**src/rtl/conv_pkg.sv**
```systemverilog
// Shared types and constants for the 3x3 convolution filter sequencer.
package conv_pkg;

    localparam int FILTER_SIZE = 3;
    localparam int DATA_W      = 32;
    localparam int DEF_N_CH    = 32;
    localparam int DEF_TAG_W   = 5;

    typedef enum logic [2:0] {
        ST_IDLE  = 3'd0,
        ST_LOAD  = 3'd1,
        ST_RUN   = 3'd2,
        ST_DRAIN = 3'd3,
        ST_DONE  = 3'd4
    } sched_state_t;

    // Default-sized coordinate tag; the scheduler passes its own exact-width tag type.
    typedef struct packed {
        logic [DEF_TAG_W-1:0] ch;
        logic [DEF_TAG_W-1:0] row;
        logic [DEF_TAG_W-1:0] col;
    } conv_tag_t;

    // Index width with a floor of one bit so single-entry ranges still get a port.
    function automatic int min1_clog2(input int n);
        return (n <= 2) ? 1 : $clog2(n);
    endfunction

endpackage

```
**src/rtl/conv_tag_pipe.sv**
```systemverilog
// Fixed-depth valid+tag delay line matched to the filter datapath latency.
module conv_tag_pipe
    import conv_pkg::*;
#(
    parameter int  DEPTH = 9,
    parameter type tag_t = conv_tag_t
) (
    input  logic clk,
    input  logic rst_n,
    input  logic valid_i,
    input  tag_t tag_i,
    output logic valid_o,
    output tag_t tag_o
);

    logic [DEPTH-1:0] valid_q;
    tag_t             tag_q [DEPTH];

    // Shift every cycle; the filter has no stall so neither does its tag.
    always_ff @(posedge clk) begin
        if (!rst_n) begin
            valid_q <= '0;
            for (int i = 0; i < DEPTH; i++) begin
                tag_q[i] <= '0;
            end
        end else begin
            valid_q[0] <= valid_i;
            tag_q[0]   <= tag_i;
            for (int i = 1; i < DEPTH; i++) begin
                valid_q[i] <= valid_q[i-1];
                tag_q[i]   <= tag_q[i-1];
            end
        end
    end

    assign valid_o = valid_q[DEPTH-1];
    assign tag_o   = tag_q[DEPTH-1];

endmodule

```
**src/rtl/conv_filter_sched.sv**
```systemverilog
// Walks every output position of one feature map for each output channel,
// loading weights per channel and tagging each issued window with its coordinates.
module conv_filter_sched
    import conv_pkg::*;
#(
    parameter int  IMG_W    = 28,
    parameter int  IMG_H    = 28,
    parameter int  N_CH     = DEF_N_CH,
    parameter int  PIPE_LAT = 9,
    localparam int OUT_W    = IMG_W - FILTER_SIZE + 1,
    localparam int OUT_H    = IMG_H - FILTER_SIZE + 1,
    localparam int CW       = min1_clog2(N_CH),
    localparam int RW       = min1_clog2(OUT_H),
    localparam int XW       = min1_clog2(OUT_W)
) (
    input  logic          clk,
    input  logic          rst_n,
    input  logic          start,
    output logic          busy,
    output logic          done,
    output logic [CW-1:0] wgt_ch,
    output logic          wgt_load,
    input  logic          win_ready,
    output logic [RW-1:0] win_row,
    output logic [XW-1:0] win_col,
    output logic          win_issue,
    output logic          res_valid,
    output logic [CW-1:0] res_ch,
    output logic [RW-1:0] res_row,
    output logic [XW-1:0] res_col
);

    localparam int IW = min1_clog2(PIPE_LAT + 1);

    typedef struct packed {
        logic [CW-1:0] ch;
        logic [RW-1:0] row;
        logic [XW-1:0] col;
    } sched_tag_t;

    sched_state_t  state_q;
    logic [CW-1:0] ch_q;
    logic [RW-1:0] row_q;
    logic [XW-1:0] col_q;
    logic [IW-1:0] inflight_q;
    logic [IW-1:0] inflight_d;
    logic          last_col_s;
    logic          last_row_s;
    logic          last_ch_s;
    sched_tag_t    issue_tag_s;
    sched_tag_t    res_tag_s;

    assign last_col_s = (col_q == XW'(OUT_W - 1));
    assign last_row_s = (row_q == RW'(OUT_H - 1));
    assign last_ch_s  = (ch_q == CW'(N_CH - 1));
    assign win_issue  = (state_q == ST_RUN) && win_ready;

    // Results still inside the datapath; weights may only change once this is zero.
    always_comb begin
        inflight_d = inflight_q;
        if (win_issue && !res_valid) begin
            inflight_d = inflight_q + IW'(1);
        end else if (!win_issue && res_valid) begin
            inflight_d = inflight_q - IW'(1);
        end else begin
            inflight_d = inflight_q;
        end
    end

    // Sequencer state, position/channel counters and in-flight count.
    always_ff @(posedge clk) begin
        if (!rst_n) begin
            state_q    <= ST_IDLE;
            ch_q       <= '0;
            row_q      <= '0;
            col_q      <= '0;
            inflight_q <= '0;
        end else begin
            inflight_q <= inflight_d;
            case (state_q)
                ST_IDLE: begin
                    if (start) begin
                        state_q <= ST_LOAD;
                        ch_q    <= '0;
                        row_q   <= '0;
                        col_q   <= '0;
                    end
                end
                ST_LOAD: state_q <= ST_RUN;
                ST_RUN: begin
                    if (win_ready) begin
                        if (last_col_s) begin
                            col_q <= '0;
                            if (last_row_s) begin
                                row_q   <= '0;
                                state_q <= ST_DRAIN;
                            end else begin
                                row_q <= row_q + RW'(1);
                            end
                        end else begin
                            col_q <= col_q + XW'(1);
                        end
                    end
                end
                ST_DRAIN: begin
                    if (inflight_q == '0) begin
                        if (last_ch_s) begin
                            state_q <= ST_DONE;
                        end else begin
                            ch_q    <= ch_q + CW'(1);
                            state_q <= ST_LOAD;
                        end
                    end
                end
                ST_DONE: state_q <= ST_IDLE;
                default: state_q <= ST_IDLE;
            endcase
        end
    end

    assign busy     = (state_q != ST_IDLE);
    assign done     = (state_q == ST_DONE);
    assign wgt_load = (state_q == ST_LOAD);
    assign wgt_ch   = ch_q;
    assign win_row  = row_q;
    assign win_col  = col_q;

    assign issue_tag_s = '{ch: ch_q, row: row_q, col: col_q};

    conv_tag_pipe #(
        .DEPTH (PIPE_LAT),
        .tag_t (sched_tag_t)
    ) u_tag_pipe (
        .clk     (clk),
        .rst_n   (rst_n),
        .valid_i (win_issue),
        .tag_i   (issue_tag_s),
        .valid_o (res_valid),
        .tag_o   (res_tag_s)
    );

    assign res_ch  = res_tag_s.ch;
    assign res_row = res_tag_s.row;
    assign res_col = res_tag_s.col;

endmodule

```
**config.mk**
```make
export PLATFORM = sky130hd
export DESIGN_NAME = conv_filter_sched
export DESIGN_NICKNAME = d
export VERILOG_FILES = /design/src/rtl/conv_pkg.sv /design/src/rtl/conv_tag_pipe.sv /design/src/rtl/conv_filter_sched.sv
export SDC_FILE = /design/constraint.sdc
export NUM_CORES = 1
export LEC_CHECK = 0
export CAP_MARGIN = 20
export CORE_ASPECT_RATIO = 0.5
export CORE_UTILIZATION = 50
export CTS_BUF_LIST = sky130_fd_sc_hd__clkbuf_8
export CTS_CLUSTER_SIZE = 25
export DETAILED_ROUTE_END_ITERATION = 8
export PLACE_DENSITY = 0.79
export SYNTH_ARGS = -nofsm -noshare
export SYNTH_HDL_FRONTEND = slang
export SYNTH_SLANG_ARGS = --single-unit
```
**constraint.sdc**
```tcl
create_clock -name clk -period 3.95 [get_ports clk]
set_clock_uncertainty 0.1 [all_clocks]
set_input_delay 0.5925 -clock clk [delete_from_list [all_inputs] [get_ports clk]]
set_output_delay 0.5925 -clock clk [all_outputs]
set_load 0.05 [all_outputs]
```
==> impl_metrics.py, run 1 <==
metrics = {
    "global_routing": {
        "track_usage_pct": 13.5,
        "use_met1_pct": 15.4,
        "grt-busiest-layer": "met2",
        "grt_util_met2_pct": 21.5,
        "overflow": 0,
        "grt_pass1_vias": 2447,
        "grt_max_degree": 96,
        "antenna_found_initial": 0,
        "grt_first_pass_wirelength_mm": 11.0,
        "use_met3_pct": 6.58,
    },
    "die": {
        "fp.dieW_um": 146,
        "num_rows": 25,
        "core_area_sq_um": 9730,
        "fp.dieH_um": 73.8,
        "die_area_sq_um": 10700,
        "io_pins": 39,
        "start_util_pct": 53.0,
    },
    "yosys": {
        "postSynthCellCount": 447,
        "yosysMostFrequentCell": "dfxtp_1",
        "yosysSeqAreaShare_pct": 64.5,
        "synth.distinct_cells": 43,
        "synth_top_cell_by_area": "dfxtp_1",
        "synth_commonest_cells": "dfxtp_1, and2_1, clkbuf_1",
        "synthMuxAreaShare_pct": 0.802,
        "syn_avg_cell_area_sq_um": 11.5,
        "synth_area_sq_um": 5150,
        "synth_area_leaders": "dfxtp_1, and2_1, ha_1",
        "ys_seq_elements": 166,
        "syn_nets": 461,
        "synth-compound-area-share_pct": 3.01,
        "synth_top_family_by_area": "simple AND/OR/NAND/NOR gates",
        "synth_fa_ha_area_share_pct": 2.57,
        "async_flop_share_pct": 0,
        "synthXorXnorAreaFrac_pct": 1.53,
        "synthSimpleGateAreaFrac_pct": 24.4,
        "synth_ff_type": "dfxtp_1",
        "yosysTopAreaCellShare_pct": 64.5,
        "yosysWarningCount": 0,
        "synth_edf_count": 0,
    },
    "power": {
        "p_leak_nw": 2.48,
        "p_sw_share_pct": 24.4,
        "pwr-share-clk_pct": 38.8,
        "p_sw_mw": 0.781,
        "intPower_mw": 2.42,
        "power_density_nw_per_um2": 532,
        "p_comb_share_pct": 7.3,
        "total_power_mw": 3.20,
        "power_frac_seq_pct": 53.9,
        "ir_drop_mv": 0.260,
    },
    "sta": {
        "hold_viol": 0,
        "rsz0062_at_grt": "false",
        "maxSlewHeadroom_pct": 55.6,
        "fin_crit_ns": 2.91,
        "setup_ws_ns": 1.04,
        "period_share_pct": 73.7,
        "worstMarginPinSlew_ns": 0.663,
        "slew_violations": 0,
        "whs_ns": 0.328,
        "setup_viol": 0,
        "setup-tns-final_ns": 0,
        "fmax_mhz": 343,
    },
    "finish": {
        "layout.cells.non_filler": 631,
        "final_util_pct": 61.9,
        "drive_above_1_share_pct": 8.87,
        "area_delta_synth_final_pct": 16.8,
        "finalNetCount": 497,
        "insertedDiodeCount": 0,
        "final_design_area_no_fill_sq_um": 6020,
    },
    "clock_tree": {
        "cts_setup_buffers": 0,
        "cts.repair.resized": 0,
        "cts_root_buf": "clkbuf_8",
        "cts.sinks": 166,
        "cts_buffers": 17,
        "clk_pin_slew_ns": 0.08,
        "clkLatencyLatePin_ns": 0.43,
        "cts_tree": "yes",
        "htreeDepth": 4,
        "cts-root-to-sink-buffers": 2,
        "cts_hold_buf": 0,
    },
    "placement": {
        "dpl_worst_slack_ns": 1.13,
        "dp_hpwl_mm": 3.88,
        "port_buffers": 38,
        "detailed_place.area_sq_um": 5590,
        "placed_cells": 599,
        "place.gp.congestion": 0.786,
    },
    "setup_path": {
        "crit_path_end_kind": "output port",
        "cp_cell_sequence": "nor2_2 -> and3_1 -> clkdlybuf4s50_1",
        "path_buf_inv": 1,
        "criticalPathCategory": "flip-flop to output port",
        "critPathLaunchType": "flip-flop",
        "slowest_delay_ns": 0.82,
        "required_ns": 3.26,
        "cp_slowest_cell": "clkdlybuf4s50_1",
        "critPathMaxFanout": 12,
        "cpLargestDelayFamily": "buffers and inverters",
        "cp.depth": 3,
        "ff2ff_path_depth": 9,
        "arrival_ns": 2.22,
    },
    "detailed_routing": {
        "route.detailed.drc": 0,
        "finalWirelength_mm": 6.36,
        "via_per_inst": 4.33,
        "dr.pass1.iters": 4,
        "ant_nets": 0,
        "initialDrtViolationCount": 96,
        "num_vias": 2735,
        "post_drt_wl_per_cell_um": 10.1,
    },
    "status": {
        "status": "finished clean",
    },
    "worst_hold_path": {
        "hp-class": "flip-flop to flip-flop",
        "min_path_cells": 1,
    },
    "job": {
        "max_cap_viol_count": 0,
    },
}
[metal layers]
metal / routed length [um] / vias to the layer above / part of all wire (%)
met5: 0 / - / 0
met4: 101 / 0 / 1.6
met3: 406 / 9 / 6.4
met2: 2710 / 69 / 43
met1: 3140 / 1165 / 49
li1: - / 1492 / -
[final timing paths]
path / startpoint / endpoint / slack (ns)
worst max-delay path: state_q[0]$_SDFFE_PN0P_ / win_issue / 1.04
worst min-delay path: u_tag_pipe.tag_q[2][3]$_SDFF_PN0_ / u_tag_pipe.tag_q[3][3]$_SDFF_PN0_ / 0.33
worst min register to register: u_tag_pipe.tag_q[2][3]$_SDFF_PN0_ / u_tag_pipe.tag_q[3][3]$_SDFF_PN0_ / 0.33
worst max register to register: state_q[0]$_SDFFE_PN0P_ / inflight_q[3]$_SDFFE_PN0P_ / 1.38
[cells in the final DEF, fill, tap and decap left out, drive strengths merged, types with 3 or more instances in the layout]
cell           Yosys  final
clkbuf            17     17
xnor2              5      5
o21ai              4      4
a21oi              7      7
dfxtp            166    166
nor4               3      3
bufinv             0      3
xor2               4      4
and2             138    138
inv               14     21
clkdlybuf4s50      0     37
nor2              17     17
mux2i              3      3
nand2             13     13
nand3              8      8
and3               3      3
clkinv             0      4
nand2b             4      4
ha                 9      9
[logic make-up (layout without fill, tap and decap cells)]
kind of cell	after synthesis	in the layout
compound gates	22	22
xor+xnor	9	9
fa+ha+maj	10	10
buf+inv	36	85
flops	166	166
mux	4	4
simple gates	200	200
[final cells by class]
| class | count | area (sq um) |
|---|---|---|
| multi-input cells | 245 | 1660 |
| clock buffers | 17 | 234 |
| clock inverters | 15 | 190 |
| inverters | 14 | 52.6 |
| repair buffers | 39 | 385 |
| well taps | 135 | 169 |
| fillers | 773 | 3710 |
| flip-flops and latches | 166 | 3320 |
[worst reg2reg max path: stages, from the launching register on]
cell,delay (ns)
dfxtp_1,0.64
nor2_2,0.14
and3_1,0.24
ha_1,0.22
inv_1,0.13
ha_1,0.29
a21oi_1,0.22
a211oi_1,0.11
a31oi_1,0.20
mux2i_1,0.19
[flip-flops by register name, summed over array words and instances, names as in the netlist]
signal and cells:
win_row 5, u_tag_pipe.valid_q 9, state_q 3, u_tag_pipe.tag_q 135, win_col 5, wgt_ch 5
inflight_q 4
[power groups by stage]
stage | combinational (mW) | sequential, mW | clock, mW
after floorplan | 0.186 | 1.77 | 0
after global placement | 0.226 | 1.76 | 0
after detailed placement | 0.234 | 1.77 | 0
after CTS | 0.235 | 1.73 | 1.28
after global routing | 0.251 | 1.73 | 1.36
final | 0.234 | 1.73 | 1.24
No activity file was read; power rests on OpenSTA's default activity.
==> inputs of run 2 (changes only) <==
--- a/config.mk
+++ b/config.mk
@@ -11,7 +11,7 @@
 export CTS_BUF_LIST = sky130_fd_sc_hd__clkbuf_8
 export CTS_CLUSTER_SIZE = 25
 export DETAILED_ROUTE_END_ITERATION = 8
-export PLACE_DENSITY = 0.79
+export PLACE_DENSITY = 0.82
 export SYNTH_ARGS = -nofsm -noshare
 export SYNTH_HDL_FRONTEND = slang
 export SYNTH_SLANG_ARGS = --single-unit
==> constraint.sdc (replaced) <==
create_clock -name clk -period 2.6 [get_ports clk]
set_clock_uncertainty 0.1 [all_clocks]
set_input_delay 0.39 -clock clk [delete_from_list [all_inputs] [get_ports clk]]
set_output_delay 0.39 -clock clk [all_outputs]
set_load 0.05 [all_outputs]
==> impl_metrics.py, run 2 (synthesized netlist as in run 1, its figures left out) <==
metrics = {
    "finish": {
        "drive_above_1_share_pct": 9.44,
        "final_common_cell": "dfxtp_1",
        "top_register": "u_tag_pipe.tag_q",
        "layout.cells.non_filler": 633,
        "area_delta_synth_final_pct": 17.4,
        "final_cell_mix": "dfxtp_1, and2_1, clkdlybuf4s50_1",
        "finalNetCount": 499,
        "largest_reg_flops": 135,
        "insertedDiodeCount": 0,
        "reg_top3": "u_tag_pipe.tag_q (135), u_tag_pipe.valid_q (9)",
    },
    "detailed_routing": {
        "post_drt_wl_per_cell_um": 10.3,
        "route.detailed.drc": 0,
        "ant_nets": 0,
        "initialDrtViolationCount": 100,
        "finalWirelength_mm": 6.53,
        "num_vias": 2697,
        "via_per_inst": 4.26,
        "dr.pass1.iters": 4,
    },
    "job": {
        "max_cap_viol_count": 0,
    },
    "global_routing": {
        "grt_pass1_vias": 2410,
        "antenna_found_initial": 0,
        "grt_util_met2_pct": 20.2,
        "overflow": 0,
        "grt-busiest-layer": "met2",
        "grt_first_pass_wirelength_mm": 11.3,
        "use_met1_pct": 16.6,
        "grt_max_degree": 66,
        "use_met3_pct": 5.84,
        "track_usage_pct": 13.8,
    },
    "clock_tree": {
        "cts.sinks": 166,
        "cts_tree": "yes",
        "clkLatencyLatePin_ns": 0.43,
        "clk_pin_slew_ns": 0.08,
        "cts_root_buf": "clkbuf_8",
        "htreeDepth": 4,
        "cts_setup_buffers": 0,
        "cts_buffers": 17,
        "cts-root-to-sink-buffers": 2,
    },
    "sta": {
        "period_share_pct": 96.3,
        "maxSlewHeadroom_pct": 56.1,
        "hold_viol": 0,
        "fin_crit_ns": 2.50,
        "fmax_mhz": 400,
        "slew_violations": 0,
        "setup_viol": 0,
        "setup-tns-final_ns": 0,
        "worstMarginPinSlew_ns": 0.656,
        "rsz0062_at_grt": "false",
    },
    "power": {
        "power_density_nw_per_um2": 816,
        "ir_drop_mv": 0.456,
        "p_leak_nw": 2.50,
    },
    "placement": {
        "place.gp.congestion": 0.805,
        "port_buffers": 38,
        "dp_hpwl_mm": 4.03,
        "placed_cells": 601,
    },
    "setup_path": {
        "r2r_setup_slack_ns": 0.19,
        "crit_path_end_kind": "output port",
        "arrival_ns": 2.01,
        "worst_r2r_endpoint": "inflight_q[3]$_SDFFE_PN0P_",
        "required_ns": 2.11,
        "criticalPathCategory": "flip-flop to output port",
        "ff2ff_path_depth": 9,
        "critPathMaxFanout": 11,
        "critPathLaunchType": "flip-flop",
        "timing.rr.start": "state_q[2]$_SDFFE_PN0P_",
    },
    "worst_hold_path": {
        "min_path_cells": 3,
        "hp-start": "rst_n",
        "hp-class": "input pin to flip-flop",
        "hold_end": "u_tag_pipe.tag_q[0][9]$_SDFF_PN0_",
    },
    "status": {
        "status": "finished clean",
    },
    "die": {
        "die_area_sq_um": 10700,
        "fp.dieW_um": 146,
        "fp.dieH_um": 73.8,
        "core_area_sq_um": 9730,
        "num_rows": 25,
        "io_pins": 39,
        "start_util_pct": 53.0,
    },
}
## run 2: cell type report
cell class,count,area (sq um)
fill,772,3680
sequential,166,3320
multi-input combinational,245,1660
timing repair buffer,41,400
clock buffer,17,234
clock inverter,15,205
tap,135,169
inverter,14,52.6
## run 2: per-layer routing
layer | routed length (um) | vias to the layer above
li1 | - | 1490
met3 | 272 | 12
met1 | 3440 | 1136
met4 | 121 | 0
met2 | 2700 | 59
met5 | 0 | -
## run 2: repair_timing
action	4_1_cts	5_1_grt
hold buffers	0	0
resized for setup	0	1
setup endpoints to repair	0	1
## run 2: worst max-delay path by stage
| stage | from | to | cells past startpoint |
|---|---|---|---|
| 4_1_cts | state_q[2]$_SDFFE_PN0P_ | done | 2 |
| 3_3_place_gp | win_ready | inflight_q[3]$_SDFFE_PN0P_ | 9 |
| 2_1_floorplan | state_q[2]$_SDFFE_PN0P_ | inflight_q[3]$_SDFFE_PN0P_ | 10 |
| 5_1_grt | state_q[0]$_SDFFE_PN0P_ | wgt_load | 3 |
| 6_report | state_q[0]$_SDFFE_PN0P_ | wgt_load | 3 |
| 3_5_place_dp | win_ready | inflight_q[3]$_SDFFE_PN0P_ | 9 |
## run 2: metrics by stage
stage               total power [mW]  utilization (%)  hold WS, ns  setup slack, ns  instance area [sq um]
floorplan                       2.97                -        0.306           0.0837                   5150
global placement                3.03             57.6        0.314            0.141                   5610
detailed placement              3.04             57.6        0.317           0.0381                   5610
CTS                             4.99             62.1        0.228           0.0149                   6050
global route                    5.15             62.2        0.240          0.00515                   6050
finish                          4.93             62.2        0.253           0.0974                   6050
## run 2: critical path, stage by stage, from the launching register on
cell	delay, ns
dfxtp_1	0.36
buf_4	0.20
nor3b_1	0.19
clkdlybuf4s50_1	0.83
## run 2: power breakdown
part / switching [mW] / internal, mW
registers: 0.0381 / 2.57
clock network: 0.898 / 1.05
logic: 0.238 / 0.137
total: 1.17 / 3.76
==> inputs of run 3 (changes only) <==
--- a/config.mk
+++ b/config.mk
@@ -7,8 +7,8 @@
 export LEC_CHECK = 0
 export CAP_MARGIN = 20
 export CORE_ASPECT_RATIO = 0.5
+export CORE_MARGIN = 2
 export CORE_UTILIZATION = 50
-export CTS_BUF_LIST = sky130_fd_sc_hd__clkbuf_8
 export CTS_CLUSTER_SIZE = 25
 export DETAILED_ROUTE_END_ITERATION = 8
 export PLACE_DENSITY = 0.82
==> impl_metrics.py, run 3 (synthesized netlist as in run 1, its figures left out) <==
metrics = {
    "status": {
        "status": "finished clean",
    },
    "setup_path": {
        "crit_path_end_kind": "output port",
        "cp_cell_sequence": "nor3b_1 -> clkdlybuf4s50_1",
        "slowest_delay_ns": 0.83,
        "ff2ff_path_depth": 9,
        "cp_slowest_cell": "clkdlybuf4s50_1",
        "timing.rr.start": "state_q[2]$_SDFFE_PN0P_",
        "startpoint": "state_q[2]$_SDFFE_PN0P_",
        "critPathMaxFanout": 10,
        "critPathLaunchType": "flip-flop",
        "required_ns": 2.11,
        "arrival_ns": 2.02,
        "criticalPathCategory": "flip-flop to output port",
    },
    "sta": {
        "fmax_mhz": 398,
        "setup_viol": 0,
        "rsz0062_at_grt": "false",
        "fin_crit_ns": 2.51,
        "period_share_pct": 96.6,
        "slew_violations": 0,
        "hold_viol": 0,
        "worstMarginPinSlew_ns": 0.623,
        "setup-tns-final_ns": 0,
        "maxSlewHeadroom_pct": 58.3,
    },
    "finish": {
        "final_common_cell": "dfxtp_1",
        "finalNetCount": 498,
        "multiInputGateArea_sq_um": 1660,
        "fillers": 814,
        "seq_area_sq_um": 3320,
        "largest_reg_flops": 135,
        "final_cell_mix": "dfxtp_1, and2_1, clkdlybuf4s50_1",
        "drive_above_1_share_pct": 9.26,
        "area_delta_synth_final_pct": 20.8,
        "reg_top3": "u_tag_pipe.tag_q (135), u_tag_pipe.valid_q (9)",
        "insertedDiodeCount": 0,
        "top_register": "u_tag_pipe.tag_q",
        "final_design_area_no_fill_sq_um": 6220,
    },
    "clock_tree": {
        "cts.sinks": 166,
        "cts_hold_buf": 0,
        "cts_buffers": 17,
        "cts_setup_buffers": 0,
        "cts_tree": "yes",
        "cts_root_buf": "clkbuf_16",
        "clkLatencyLatePin_ns": 0.41,
        "cts-root-to-sink-buffers": 2,
        "htreeDepth": 4,
        "clk_pin_slew_ns": 0.06,
        "cts.repair.resized": 0,
    },
    "power": {
        "ir_drop_mv": 0.506,
        "p_sw_mw": 1.25,
        "pwr-share-clk_pct": 45.1,
        "p_comb_share_pct": 6.9,
        "intPower_mw": 4.19,
        "power_frac_seq_pct": 48.1,
        "p_sw_share_pct": 23.0,
        "p_leak_nw": 2.57,
        "power_density_nw_per_um2": 874,
    },
    "global_routing": {
        "track_usage_pct": 13.3,
        "grt_pass1_vias": 2555,
        "overflow": 0,
        "grt_first_pass_wirelength_mm": 11.4,
        "grt_max_degree": 129,
        "antenna_found_initial": 0,
    },
    "worst_hold_path": {
        "min_path_cells": 3,
        "hp-start": "rst_n",
        "hp-class": "input pin to flip-flop",
    },
    "detailed_routing": {
        "via_per_inst": 4.35,
        "dr.pass1.iters": 4,
        "ant_nets": 0,
        "post_drt_wl_per_cell_um": 10.5,
        "finalWirelength_mm": 6.71,
        "initialDrtViolationCount": 96,
        "route.detailed.drc": 0,
        "num_vias": 2768,
    },
    "placement": {
        "detailed_place.area_sq_um": 5620,
        "place.gp.congestion": 0.835,
        "port_buffers": 38,
        "dp_hpwl_mm": 3.97,
    },
    "die": {
        "die_area_sq_um": 11200,
        "core_area_sq_um": 10100,
        "io_pins": 39,
        "fp.dieW_um": 148,
        "num_rows": 26,
        "start_util_pct": 50.9,
        "fp.dieH_um": 75.8,
    },
    "job": {
        "max_cap_viol_count": 0,
    },
}
-- run 3: cell count changes in the layout (fill, tap and decap cells not counted), sizes merged --
cell      before  now
buf            5    4
bufinv         4    2
clkbuf        17   19
inv           15   16
clkinv         4    2
clkinvlp       6    7
-- run 3: cell type report --
cell class,instances,area share (%)
inverters,14,0.845
clock buffers,19,7.28
well taps,140,2.82
repair buffers,40,6.52
clock inverters,13,2.37
flip-flops and latches,166,53.4
multi-input cells,245,26.7
-- run 3: routing by layer --
metal	track usage (%)	share of wire, %	up-vias
met5	0	0	-
met4	9.08	1.9	0
met3	4.91	4.5	14
met2	21.3	44	57
met1	15.5	49	1202
li1	-	-	1495
-- run 3: final timing paths --
check	endpoint	slack [ns]
worst max-delay path	done	0.09
worst min-delay path	u_tag_pipe.tag_q[0][11]$_SDFF_PN0_	0.25
worst max register to register	inflight_q[3]$_SDFFE_PN0P_	0.16
worst min register to register	u_tag_pipe.tag_q[5][2]$_SDFF_PN0_	0.32
-- run 3: stage by stage --
stage / worst slack, ns / hold WS [ns] / utilization [%] / total power [mW] / std cells
5_1_grt: 0.0182 / 0.259 / 61.5 / 5.64 / 637
3_5_place_dp: 0.0653 / 0.314 / 55.5 / 3.04 / 605
6_report: 0.0880 / 0.254 / 61.5 / 5.44 / 637
2_1_floorplan: 0.0837 / 0.306 / - / 2.97 / 447
4_1_cts: 0.0757 / 0.238 / 61.5 / 5.50 / 637
3_3_place_gp: 0.148 / 0.316 / 55.5 / 3.03 / 605
-- run 3: power groups by stage --
stage | Combinational [mW] | Sequential [mW] | Clock, mW
final | 0.373 | 2.61 | 2.45
after global routing | 0.406 | 2.62 | 2.62
after CTS | 0.377 | 2.61 | 2.51
after detailed placement | 0.374 | 2.67 | 0
after global placement | 0.363 | 2.67 | 0
after floorplan | 0.283 | 2.69 | 0
-- run 3: critical path, delay by kind of cell (launching register included) --
family	cells	cell delay (ns)
buffers and inverters	1	0.83
AND/OR/NAND/NOR	1	0.23
flip-flops	1	0.55
